$ cat src/rtl/count_bcd_display_if.sv
// count_bcd_display_if: value input, BCD result and display drive bundle
// for the count_bcd_display stage.
interface count_bcd_display_if;
   logic [7:0]  value_in;
   logic [11:0] bcd_out;
   logic        bcd_valid;
   logic        busy;
   logic [2:0]  an_n;
   logic [6:0]  seg_n;

   modport master (
      output value_in,
      input  bcd_out, bcd_valid, busy, an_n, seg_n
   );

   modport slave (
      input  value_in,
      output bcd_out, bcd_valid, busy, an_n, seg_n
   );
endinterface

$ cat src/rtl/count_bcd_display.sv
// count_bcd_display: sequential double-dabble BCD converter driving a
// 3-digit active-low 7-seg mux; LEADING_ZERO_BLANK_EN blanks leading zeros.
module count_bcd_display #(
   parameter int REFRESH_DIV = 50000
) (
   input  logic               clk,
   input  logic               reset,
   count_bcd_display_if.slave bus
);
   typedef enum logic [1:0] {IDLE, SHIFT, DONE} state_t;

   state_t      state_q, state_d;
   logic [19:0] shift_q, shift_d;
   logic [19:0] adj;
   logic [3:0]  cnt_q, cnt_d;
   logic [7:0]  last_q, last_d;
   logic [11:0] bcd_q, bcd_d;
   logic        valid_q, valid_d;

   always_comb begin
      adj = shift_q;
      if (shift_q[11:8] >= 4'd5)
         adj[11:8] = shift_q[11:8] + 4'd3;
      if (shift_q[15:12] >= 4'd5)
         adj[15:12] = shift_q[15:12] + 4'd3;
      if (shift_q[19:16] >= 4'd5)
         adj[19:16] = shift_q[19:16] + 4'd3;
   end

   always_comb begin
      state_d = state_q;
      shift_d = shift_q;
      cnt_d   = cnt_q;
      last_d  = last_q;
      bcd_d   = bcd_q;
      valid_d = 1'b0;
      unique case (state_q)
         IDLE: begin
            if (bus.value_in != last_q) begin
               shift_d = {12'h000, bus.value_in};
               last_d  = bus.value_in;
               cnt_d   = 4'd0;
               state_d = SHIFT;
            end
         end
         SHIFT: begin
            shift_d = adj << 1;
            cnt_d   = cnt_q + 4'd1;
            if (cnt_q == 4'd7)
               state_d = DONE;
         end
         DONE: begin
            bcd_d   = shift_q[19:8];
            valid_d = 1'b1;
            state_d = IDLE;
         end
         default: state_d = IDLE;
      endcase
   end

   always_ff @(posedge clk or negedge reset) begin
      if (!reset) begin
         state_q <= IDLE;
         shift_q <= 20'h0;
         cnt_q   <= 4'd0;
         last_q  <= 8'h00;
         bcd_q   <= 12'h000;
         valid_q <= 1'b0;
      end else begin
         state_q <= state_d;
         shift_q <= shift_d;
         cnt_q   <= cnt_d;
         last_q  <= last_d;
         bcd_q   <= bcd_d;
         valid_q <= valid_d;
      end
   end

   // Display multiplexer runs free of the converter
   localparam logic [19:0] TC = 20'(REFRESH_DIV - 1);

   logic [19:0] pre_q;
   logic [1:0]  sel_q;
   logic [2:0]  an_q, an_d;
   logic [6:0]  seg_q, seg_d;
   logic [3:0]  nib;
   logic        blank;

   always_comb begin
      an_d  = 3'b111;
      nib   = 4'd0;
      blank = 1'b0;
      unique case (sel_q)
         2'd0: begin
            an_d = 3'b110;
            nib  = bcd_q[3:0];
         end
         2'd1: begin
            an_d = 3'b101;
            nib  = bcd_q[7:4];
`ifdef LEADING_ZERO_BLANK_EN
            blank = (bcd_q[11:4] == 8'h00);
`endif
         end
         2'd2: begin
            an_d = 3'b011;
            nib  = bcd_q[11:8];
`ifdef LEADING_ZERO_BLANK_EN
            blank = (bcd_q[11:8] == 4'h0);
`endif
         end
         default: blank = 1'b1;
      endcase
      unique case (nib)
         4'd0:    seg_d = 7'h40;
         4'd1:    seg_d = 7'h79;
         4'd2:    seg_d = 7'h24;
         4'd3:    seg_d = 7'h30;
         4'd4:    seg_d = 7'h19;
         4'd5:    seg_d = 7'h12;
         4'd6:    seg_d = 7'h02;
         4'd7:    seg_d = 7'h78;
         4'd8:    seg_d = 7'h00;
         4'd9:    seg_d = 7'h10;
         default: seg_d = 7'h7F;
      endcase
      if (blank)
         seg_d = 7'h7F;
   end

   always_ff @(posedge clk or negedge reset) begin
      if (!reset) begin
         pre_q <= 20'h0;
         sel_q <= 2'd0;
         an_q  <= 3'b110;
         seg_q <= 7'h40;
      end else begin
         an_q  <= an_d;
         seg_q <= seg_d;
         if (pre_q >= TC) begin
            pre_q <= 20'h0;
            sel_q <= (sel_q == 2'd2) ? 2'd0 : sel_q + 2'd1;
         end else begin
            pre_q <= pre_q + 20'h1;
         end
      end
   end

   assign bus.bcd_out   = bcd_q;
   assign bus.bcd_valid = valid_q;
   assign bus.busy      = (state_q != IDLE);
   assign bus.an_n      = an_q;
   assign bus.seg_n     = seg_q;
endmodule

$ cat src/flat_wrapper.sv
// flat-port wrapper written by rule: the top's interface ports become plain ports
module count_bcd_display_flat 
#(
   parameter int REFRESH_DIV = 50000
)
  (clk, reset, bus_value_in, bus_bcd_out, bus_bcd_valid, bus_busy, bus_an_n, bus_seg_n);
  count_bcd_display_if bus_i ();
  input  logic clk;
  input  logic reset;
  input wire logic [$bits(bus_i.value_in)-1:0] bus_value_in;
  output wire logic [$bits(bus_i.bcd_out)-1:0] bus_bcd_out;
  output wire logic [$bits(bus_i.bcd_valid)-1:0] bus_bcd_valid;
  output wire logic [$bits(bus_i.busy)-1:0] bus_busy;
  output wire logic [$bits(bus_i.an_n)-1:0] bus_an_n;
  output wire logic [$bits(bus_i.seg_n)-1:0] bus_seg_n;
  assign bus_i.value_in = bus_value_in;
  assign bus_bcd_out = bus_i.bcd_out;
  assign bus_bcd_valid = bus_i.bcd_valid;
  assign bus_busy = bus_i.busy;
  assign bus_an_n = bus_i.an_n;
  assign bus_seg_n = bus_i.seg_n;
  count_bcd_display #(.REFRESH_DIV(REFRESH_DIV)) u_core (.clk(clk), .reset(reset), .bus(bus_i));
endmodule
$ cat config.mk
export PLATFORM = sky130hd
export DESIGN_NAME = count_bcd_display_flat
export DESIGN_NICKNAME = d
export VERILOG_FILES = /design/src/rtl/count_bcd_display_if.sv /design/src/rtl/count_bcd_display.sv /design/src/flat_wrapper.sv
export SDC_FILE = /design/constraint.sdc
export NUM_CORES = 1
export LEC_CHECK = 0
export BUFFER_PORTS_ARGS = -buffer_cell sky130_fd_sc_hd__buf_2
export CAP_MARGIN = 5
export CORE_MARGIN = 1
export CORE_UTILIZATION = 25
export CTS_CLUSTER_SIZE = 16
export DETAILED_ROUTE_END_ITERATION = 6
export SYNTH_ARGS = -nofsm -noshare
export SYNTH_HDL_FRONTEND = slang
export SYNTH_SLANG_ARGS = --single-unit
$ cat constraint.sdc
create_clock -name clk -period 5.8 [get_ports clk]
set_input_delay 0.58 -clock clk [delete_from_list [all_inputs] [get_ports clk]]
set_output_delay 0.58 -clock clk [all_outputs]
set_load 0.02 [all_outputs]
==> results by group, run 1 <==
Clock network
  – CTS sink count: 79
  – Max clock buf depth: 2
  – TritonCTS clock tree: built
  – Clk Latency, worst-skew pair: 0.34 ns
  – PostCTS Resize Cnt: 0
  – Htree depth: 3
  – Hold-fix buffer count after cts: 0
  – Setup Buffers After CTS: 0
  – Root buffer cell: clkbuf_16
  – CTS buffer count: 9
  – Clk pin slew, worst setup/hold paths: 0.06 ns

Power
  – Cell-internal power: 1.486 mW
  – P per Cell Area: 527.7 nW/um^2
  – Switching power: 0.8378 mW
  – Peak VDD IR: 0.0001807 V
  – Sw frac: 36.05%
  – Power, Total: 2.324 mW
  – Clk pwr share: 24.9%
  – Combinational share of power: 37.1%
  – Sequential cell fraction of total power: 38.0%
  – Pleak: 1.913 nW

Layout
  – Share of cells above drive strength 1: 20.27%
  – Layout area overhead: 17.69%
  – Final non-filler cell total: 559
  – Commonest non-fill, non-tap cell in the layout: dfrtp_1
  – Sequential Area: 1981 sq um
  – Antenna diodes: 0
  – Filler cells: 1454
  – Area of the multi-input gates: 1648 sq um
  – Most frequent cells in the layout: dfrtp_1 (76), buf_2 (32), nand2_1 (28), nor2_1 (21), xnor2_1 (21)
  – Final nets: 393
  – Final Core Density: 30.19%

Synthesis
  – Synth Area in Compound Gates: 11.47%
  – Async S/R FF share, synth: 100.0%
  – Synth Area in Simple Gates: 13.41%
  – Flops & latches, synth: 79
  – Register area share after synthesis: 52.93%
  – Post-synthesis xor/xnor area fraction: 6.319%
  – Ys flop type: dfrtp_1
  – Synth cell types: 46
  – Post-synthesis cell count: 335
  – YS warnings: 0
  – Post-synth EDFFs: 0
  – Multiplexer share of the synthesized area: 8.091%
  – Syn avg cell area: 11.17 sq um
  – Synthesized area: 3742 sq um
  – Synth Area in Adders: 4.346%
  – Largest family of logic cells by synthesized area: simple AND/OR/NAND/NOR gates

Global route
  – Global routing met3 resource utilization: 3.393%
  – All-Layer GR Usage: 10.44%
  – GRT Residual Overflow: 0
  – GR Util met2: 17.45%
  – Largest net degree at the start of global routing: 80
  – First-pass GRT wire length: 13030 um
  – Initial antenna violation count: 0
  – Vias in the first global route: 2659
  – Met1 GRT Util: 12.33%
  – GR peak layer: met2

Drt
  – DRC errors left: 0
  – Drt first pass iters: 4
  – Iter 0 DRT Violations: 210
  – Via Count: 2579
  – DR vias/cell: 4.614
  – Final ANT Viol Nets: 0
  – WL final: 7498 um
  – Post-DR wirelength/cell: 13.41 um

Timing
  – Worst-margin pin slew: 1.193 ns
  – Max-slew violation total from the final report: 0
  – WHS: 0.3980 ns
  – Tcrit/Tclk final: 38.08%
  – Hold Fails Final Rpt: 0
  – RSZ-0062 raised after global routing: false
  – Fin Setup TNS: 0 ns
  – Clock Skew: 0.009781 ns
  – Fin crit period: 2.208 ns
  – Final Setup Violations: 0
  – Rel. slew slack: 20.30%
  – FMAX: 452.8 MHz

Min path
  – Type of the most critical hold path: in2async

Critical path
  – CP Class: reg2reg
  – Startpoint Class: flop
  – Arr. time, crit path: 2.43 ns
  – R2r setup slk: 3.59 ns
  – Worst r2r src: u_core.last_q[2]$_DFFE_PN0P_
  – Max FO, Critical Path: 13
  – Critical path required time: 6.02 ns
  – Crit path from: u_core.last_q[2]$_DFFE_PN0P_
  – Endpoint class of the critical path: flop

Place
  – Final Wtd Congestion: 0.7697
  – HPWL Detailed: 5162 um
  – Placed Cells incl. Taps: 543
  – Port-buffer cells: 33

Floorplanning
  – Die Height: 124.4 um
  – Initial Util: 25.65%
  – IO Pins: 34
  – Die X: 124.4 um
  – Core Box Area: 14590 sq um
  – Row cnt: 44
  – Die area: 15460 sq um

Run status
  – Status: completed

Job
  – Max-cap viol count: 0
## kinds of logic (layout without fill, tap and decap cells)
| group | count (synthesis) | count (layout) |
|---|---|---|
| DFF | 79 | 79 |
| AOI/OAI and AO/OA | 58 | 58 |
| xor gates and xnor gates | 27 | 27 |
| buffers and inverters | 30 | 67 |
| adders and majority gates | 13 | 13 |
| and+or+nand+nor | 100 | 100 |
| muxes | 27 | 27 |
| other | 1 | 4 |
## metrics by stage
stage / area (sq um) / setup WS (ns)
floorplan: 3754 / 3.928
global placement: 4094 / 3.306
detailed placement: 4094 / 3.229
CTS: 4404 / 3.557
global route: 4404 / 3.407
finish: 4404 / 3.592
## state kept, by name (all words and copies together) (netlist names)
register	flops
u_core.last_q	8
u_core.pre_q	20
u_core.cnt_q	4
u_core.bus.an_n	3
u_core.bus.bcd_valid	1
u_core.sel_q	2
u_core.state_q	2
u_core.bus.bcd_out	12
u_core.shift_q	20
u_core.bus.seg_n	7
## cells in the mapped netlist, types with 4 or more instances
cell type	count	area share [%]
a21oi_1	6	0.80
a221o_1	7	1.9
a311o_1	4	1.1
and2_1	8	1.3
and3_1	5	0.84
buf_2	4	0.53
clkbuf_1	6	0.60
dfrtp_1	76	51
ha_1	13	4.3
inv_1	18	1.8
mux2_2	18	5.4
mux2i_1	7	1.9
nand2_1	28	2.8
nand2b_1	5	0.84
nand3_1	8	1.1
nor2_1	21	2.1
nor3_1	7	0.94
nor4_1	4	0.67
o211ai_1	5	1.0
o21ai_0	11	1.5
o22ai_1	5	0.84
xnor2_1	21	4.9
xor2_1	6	1.4
## final cells by class
type / instances / area share (%)
clock buffers: 12 / 5.824
clock inverters: 4 / 1.222
inverters: 18 / 1.534
multi-input cells: 229 / 37.41
flip-flops and latches: 79 / 44.97
well taps: 184 / 5.227
repair buffers: 33 / 3.807
## power by group through the flow
stage | registers (mW) | logic [mW] | clock network, mW
6_report | 0.883 | 0.862 | 0.579
5_1_grt | 0.912 | 0.968 | 0.617
4_1_cts | 0.885 | 0.876 | 0.598
3_5_place_dp | 0.896 | 0.871 | 0
3_3_place_gp | 0.887 | 0.842 | 0
2_1_floorplan | 0.922 | 0.608 | 0
## path summary, 6_finish.rpt
| kind | endpoint | cells past startpoint |
|---|---|---|
| max in group asynchronous | u_core.shift_q[8]$_DFFE_PN0P_ | 1 |
| hold / removal | u_core.pre_q[19]$_DFF_PN0_ | 1 |
| setup / recovery | u_core.last_q[7]$_DFFE_PN0P_ | 4 |
| hold reg to reg | u_core.pre_q[0]$_DFF_PN0_ | 1 |
| setup reg to reg | u_core.last_q[7]$_DFFE_PN0P_ | 4 |
| min in group clk | u_core.pre_q[0]$_DFF_PN0_ | 1 |
## metal layers
| metal | share of wire (%) | routed length (um) |
|---|---|---|
| met5 | 0 | 0 |
| met1 | 45 | 3400 |
| met4 | 1.7 | 127 |
| met2 | 49 | 3700 |
| met3 | 3.6 | 270 |
## worst max-delay path, stage by stage, from the launching register on
cell and delay, ns:
dfrtp_1 0.39, xnor2_1 0.17, nand4_1 0.19, o21ai_1 0.92, mux2_2 0.42
No activity file was read; power rests on OpenSTA's default activity.
==> run 2, diff against run 1 <==
--- a/config.mk
+++ b/config.mk
@@ -5,6 +5,7 @@
 export SDC_FILE = /design/constraint.sdc
 export NUM_CORES = 1
 export LEC_CHECK = 0
+export ABC_AREA = 1
 export BUFFER_PORTS_ARGS = -buffer_cell sky130_fd_sc_hd__buf_2
 export CAP_MARGIN = 5
 export CORE_MARGIN = 1
==> constraint.sdc (replaced) <==
create_clock -name clk -period 2.01 [get_ports clk]
set_input_delay 0.201 -clock clk [delete_from_list [all_inputs] [get_ports clk]]
set_output_delay 0.201 -clock clk [all_outputs]
set_load 0.02 [all_outputs]
==> results by group, run 2 <==
Run status
  – Status: completed

Floorplanning
  – Die Height: 129.0 um
  – Row cnt: 46
  – IO Pins: 34
  – Die area: 16640 sq um
  – Core Box Area: 15830 sq um
  – Initial Util: 25.47%
  – Die X: 129.0 um

Global route
  – Vias in the first global route: 2985
  – First-pass GRT wire length: 14100 um
  – All-Layer GR Usage: 10.78%
  – Initial antenna violation count: 0
  – GRT Residual Overflow: 0
  – Largest net degree at the start of global routing: 39

Drt
  – WL met3: 323 um
  – Via Count: 3116
  – WL final: 8004 um
  – Drt first pass iters: 5
  – Post-DR wirelength/cell: 10.57 um
  – DRC errors left: 0
  – Iter 0 DRT Violations: 170
  – DR vias/cell: 4.116
  – Met2 wire length: 3629 um
  – Final ANT Viol Nets: 0
  – DR top layer: met4
  – Met1 WL: 3996 um

Timing
  – Worst-margin pin slew: 0.5719 ns
  – Hold Fails Final Rpt: 0
  – RSZ-0062 raised after global routing: false
  – Max-slew violation total from the final report: 0
  – Rel. slew slack: 61.83%
  – FMAX: 555.8 MHz
  – Clock Skew: 0.01029 ns
  – Tcrit/Tclk final: 89.52%
  – Fin crit period: 1.799 ns
  – Fin Setup TNS: 0 ns
  – Final Setup Violations: 0

Place
  – DP Area: 4451 sq um
  – Final Wtd Congestion: 0.7907
  – HPWL Detailed: 5777 um
  – Port-buffer cells: 33

Power
  – Peak VDD IR: 0.0006733 V
  – Pleak: 2.309 nW
  – P per Cell Area: 1476 nW/um^2

Layout
  – Antenna diodes: 0
  – Layout area overhead: 17.91%
  – Final nets: 559
  – Fin area: 4753 sq um
  – Commonest non-fill, non-tap cell in the layout: nand2_1
  – Filler cells: 1693
  – Share of cells above drive strength 1: 14.60%
  – Most frequent cells in the layout: nand2_1 (146), dfrtp_1 (76), inv_1 (64), nand3_1 (46), o21ai_0 (42)

Synthesis
  – Synth top area share: 47.18%
  – Ys flop type: dfrtp_1
  – YS warnings: 0
  – Post-synth EDFFs: 0
  – Top post-synthesis cells by area: dfrtp_1 (47%), nand2_1 (14%), inv_1 (6.0%)
  – Async S/R FF share, synth: 100.0%
  – Top-count cell post-synth: nand2_1
  – Post-synthesis cell count: 496
  – Dominant cell type by area after synthesis: dfrtp_1
  – Register area share after synthesis: 49.13%
  – Synth cell count leaders: nand2_1 (146), dfrtp_1 (76), inv_1 (64)
  – Syn avg cell area: 8.128 sq um
  – Flops & latches, synth: 79
  – Synthesized area: 4031 sq um
  – Synth cell types: 35

Min path
  – Type of the most critical hold path: in2reg
  – HP Start: bus_value_in[0]

Clock network
  – Root buffer cell: clkbuf_16
  – CTS buffer count: 9
  – Clk pin slew, worst setup/hold paths: 0.06 ns
  – TritonCTS clock tree: built
  – Setup Buffers After CTS: 0
  – CTS sink count: 79
  – PostCTS Resize Cnt: 0
  – Max clock buf depth: 2
  – Hold-fix buffer count after cts: 1
  – Htree depth: 3
  – Clk Latency, worst-skew pair: 0.34 ns

Critical path
  – Crit path from: u_core.sel_q[1]$_DFFE_PN0P_
  – Endpoint class of the critical path: flop
  – Arr. time, crit path: 2.01 ns
  – Startpoint Class: flop
  – Max FO, Critical Path: 8
  – CP Class: reg2reg
  – Worst r2r src: u_core.sel_q[1]$_DFFE_PN0P_
  – Critical path required time: 2.22 ns

Job
  – Max-cap viol count: 0
==> run 2: cell types whose count changed in the layout (fill, tap and decap cells not counted), moves of 8 or more <==
cell,before,now
o21ai_0,11,42
and2_1,8,0
mux2_2,18,0
nand2_1,28,146
inv_1,18,64
xnor2_1,21,4
nand3_1,8,46
nor2_2,0,11
nor2_1,21,30
==> run 2: area by class of cell <==
type                    count  area [sq um]  area share, %
flip-flops and latches     79          1981          41.67
multi-input cells         342          1738          36.56
well taps                 216         270.3          5.686
inverters                  65         244.0          5.133
clock buffers              11         232.7          4.896
repair buffers             39         227.7          4.791
clock inverters             5         60.06          1.263
==> run 2: worst paths after layout <==
kind / endpoint / slack [ns] / cells after the start
max in group asynchronous: u_core.bus.an_n[2]$_DFF_PN1_ / 1.09 / 3
worst max register to register: u_core.bus.seg_n[3]$_DFF_PN0_ / 0.21 / 8
worst max-delay path: u_core.bus.seg_n[3]$_DFF_PN0_ / 0.21 / 8
worst min-delay path: u_core.shift_q[0]$_DFFE_PN0P_ / 0.17 / 3
worst min register to register: u_core.pre_q[0]$_DFF_PN0_ / 0.46 / 1
min in group asynchronous: u_core.pre_q[15]$_DFF_PN0_ / 0.29 / 2
==> run 2: cell families (layout without fill, tap and decap cells) <==
logic type,count (synthesis),in the layout,synth area share [%]
adders and majority gates,13,13,4.035
AOI/OAI and AO/OA,60,60,8.442
buffers and inverters,78,120,8.038
and+or+nand+nor,252,252,27.44
other,1,4,0.09302
xor gates and xnor gates,13,13,2.824
DFF,79,79,49.13
==> run 2: critical path: stages (launching register included) <==
cell     delay [ns]
dfrtp_1        0.46
nor2_1         0.26
inv_1          0.09
nor2_1         0.14
nor2_2         0.09
ha_1           0.20
or2_2          0.30
nand3_1        0.07
nand3_1        0.07
==> run 2: per-layer routing <==
metal | vias up | GRT usage (%)
met5 | - | 0
met4 | 0 | 2.630
met3 | 4 | 3.909
met2 | 48 | 17.27
met1 | 1422 | 13.79
li1 | 1642 | -
==> run 2: through the flow <==
step / std cells / hold slack (ns) / utilization, % / setup WS (ns) / power (mW)
6_report: 757 / 0.1712 / 30.03 / 0.2106 / 7.015
5_1_grt: 757 / 0.1867 / 30.03 / 0.04600 / 7.694
4_1_cts: 757 / 0.1575 / 30.03 / 0.2138 / 7.104
3_5_place_dp: 740 / 0.1178 / 28.12 / 0.2234 / 5.466
3_3_place_gp: 740 / 0.1150 / 28.12 / 0.2670 / 5.432
2_1_floorplan: 499 / -0.09459 / - / 0.3403 / 4.728
==> run 2: where the power goes <==
part           switching [mW]  internal [mW]  leakage [nW]
sequential              0.413           2.17         0.993
combinational            1.82          0.999          1.18
clock                   0.643          0.964         0.140
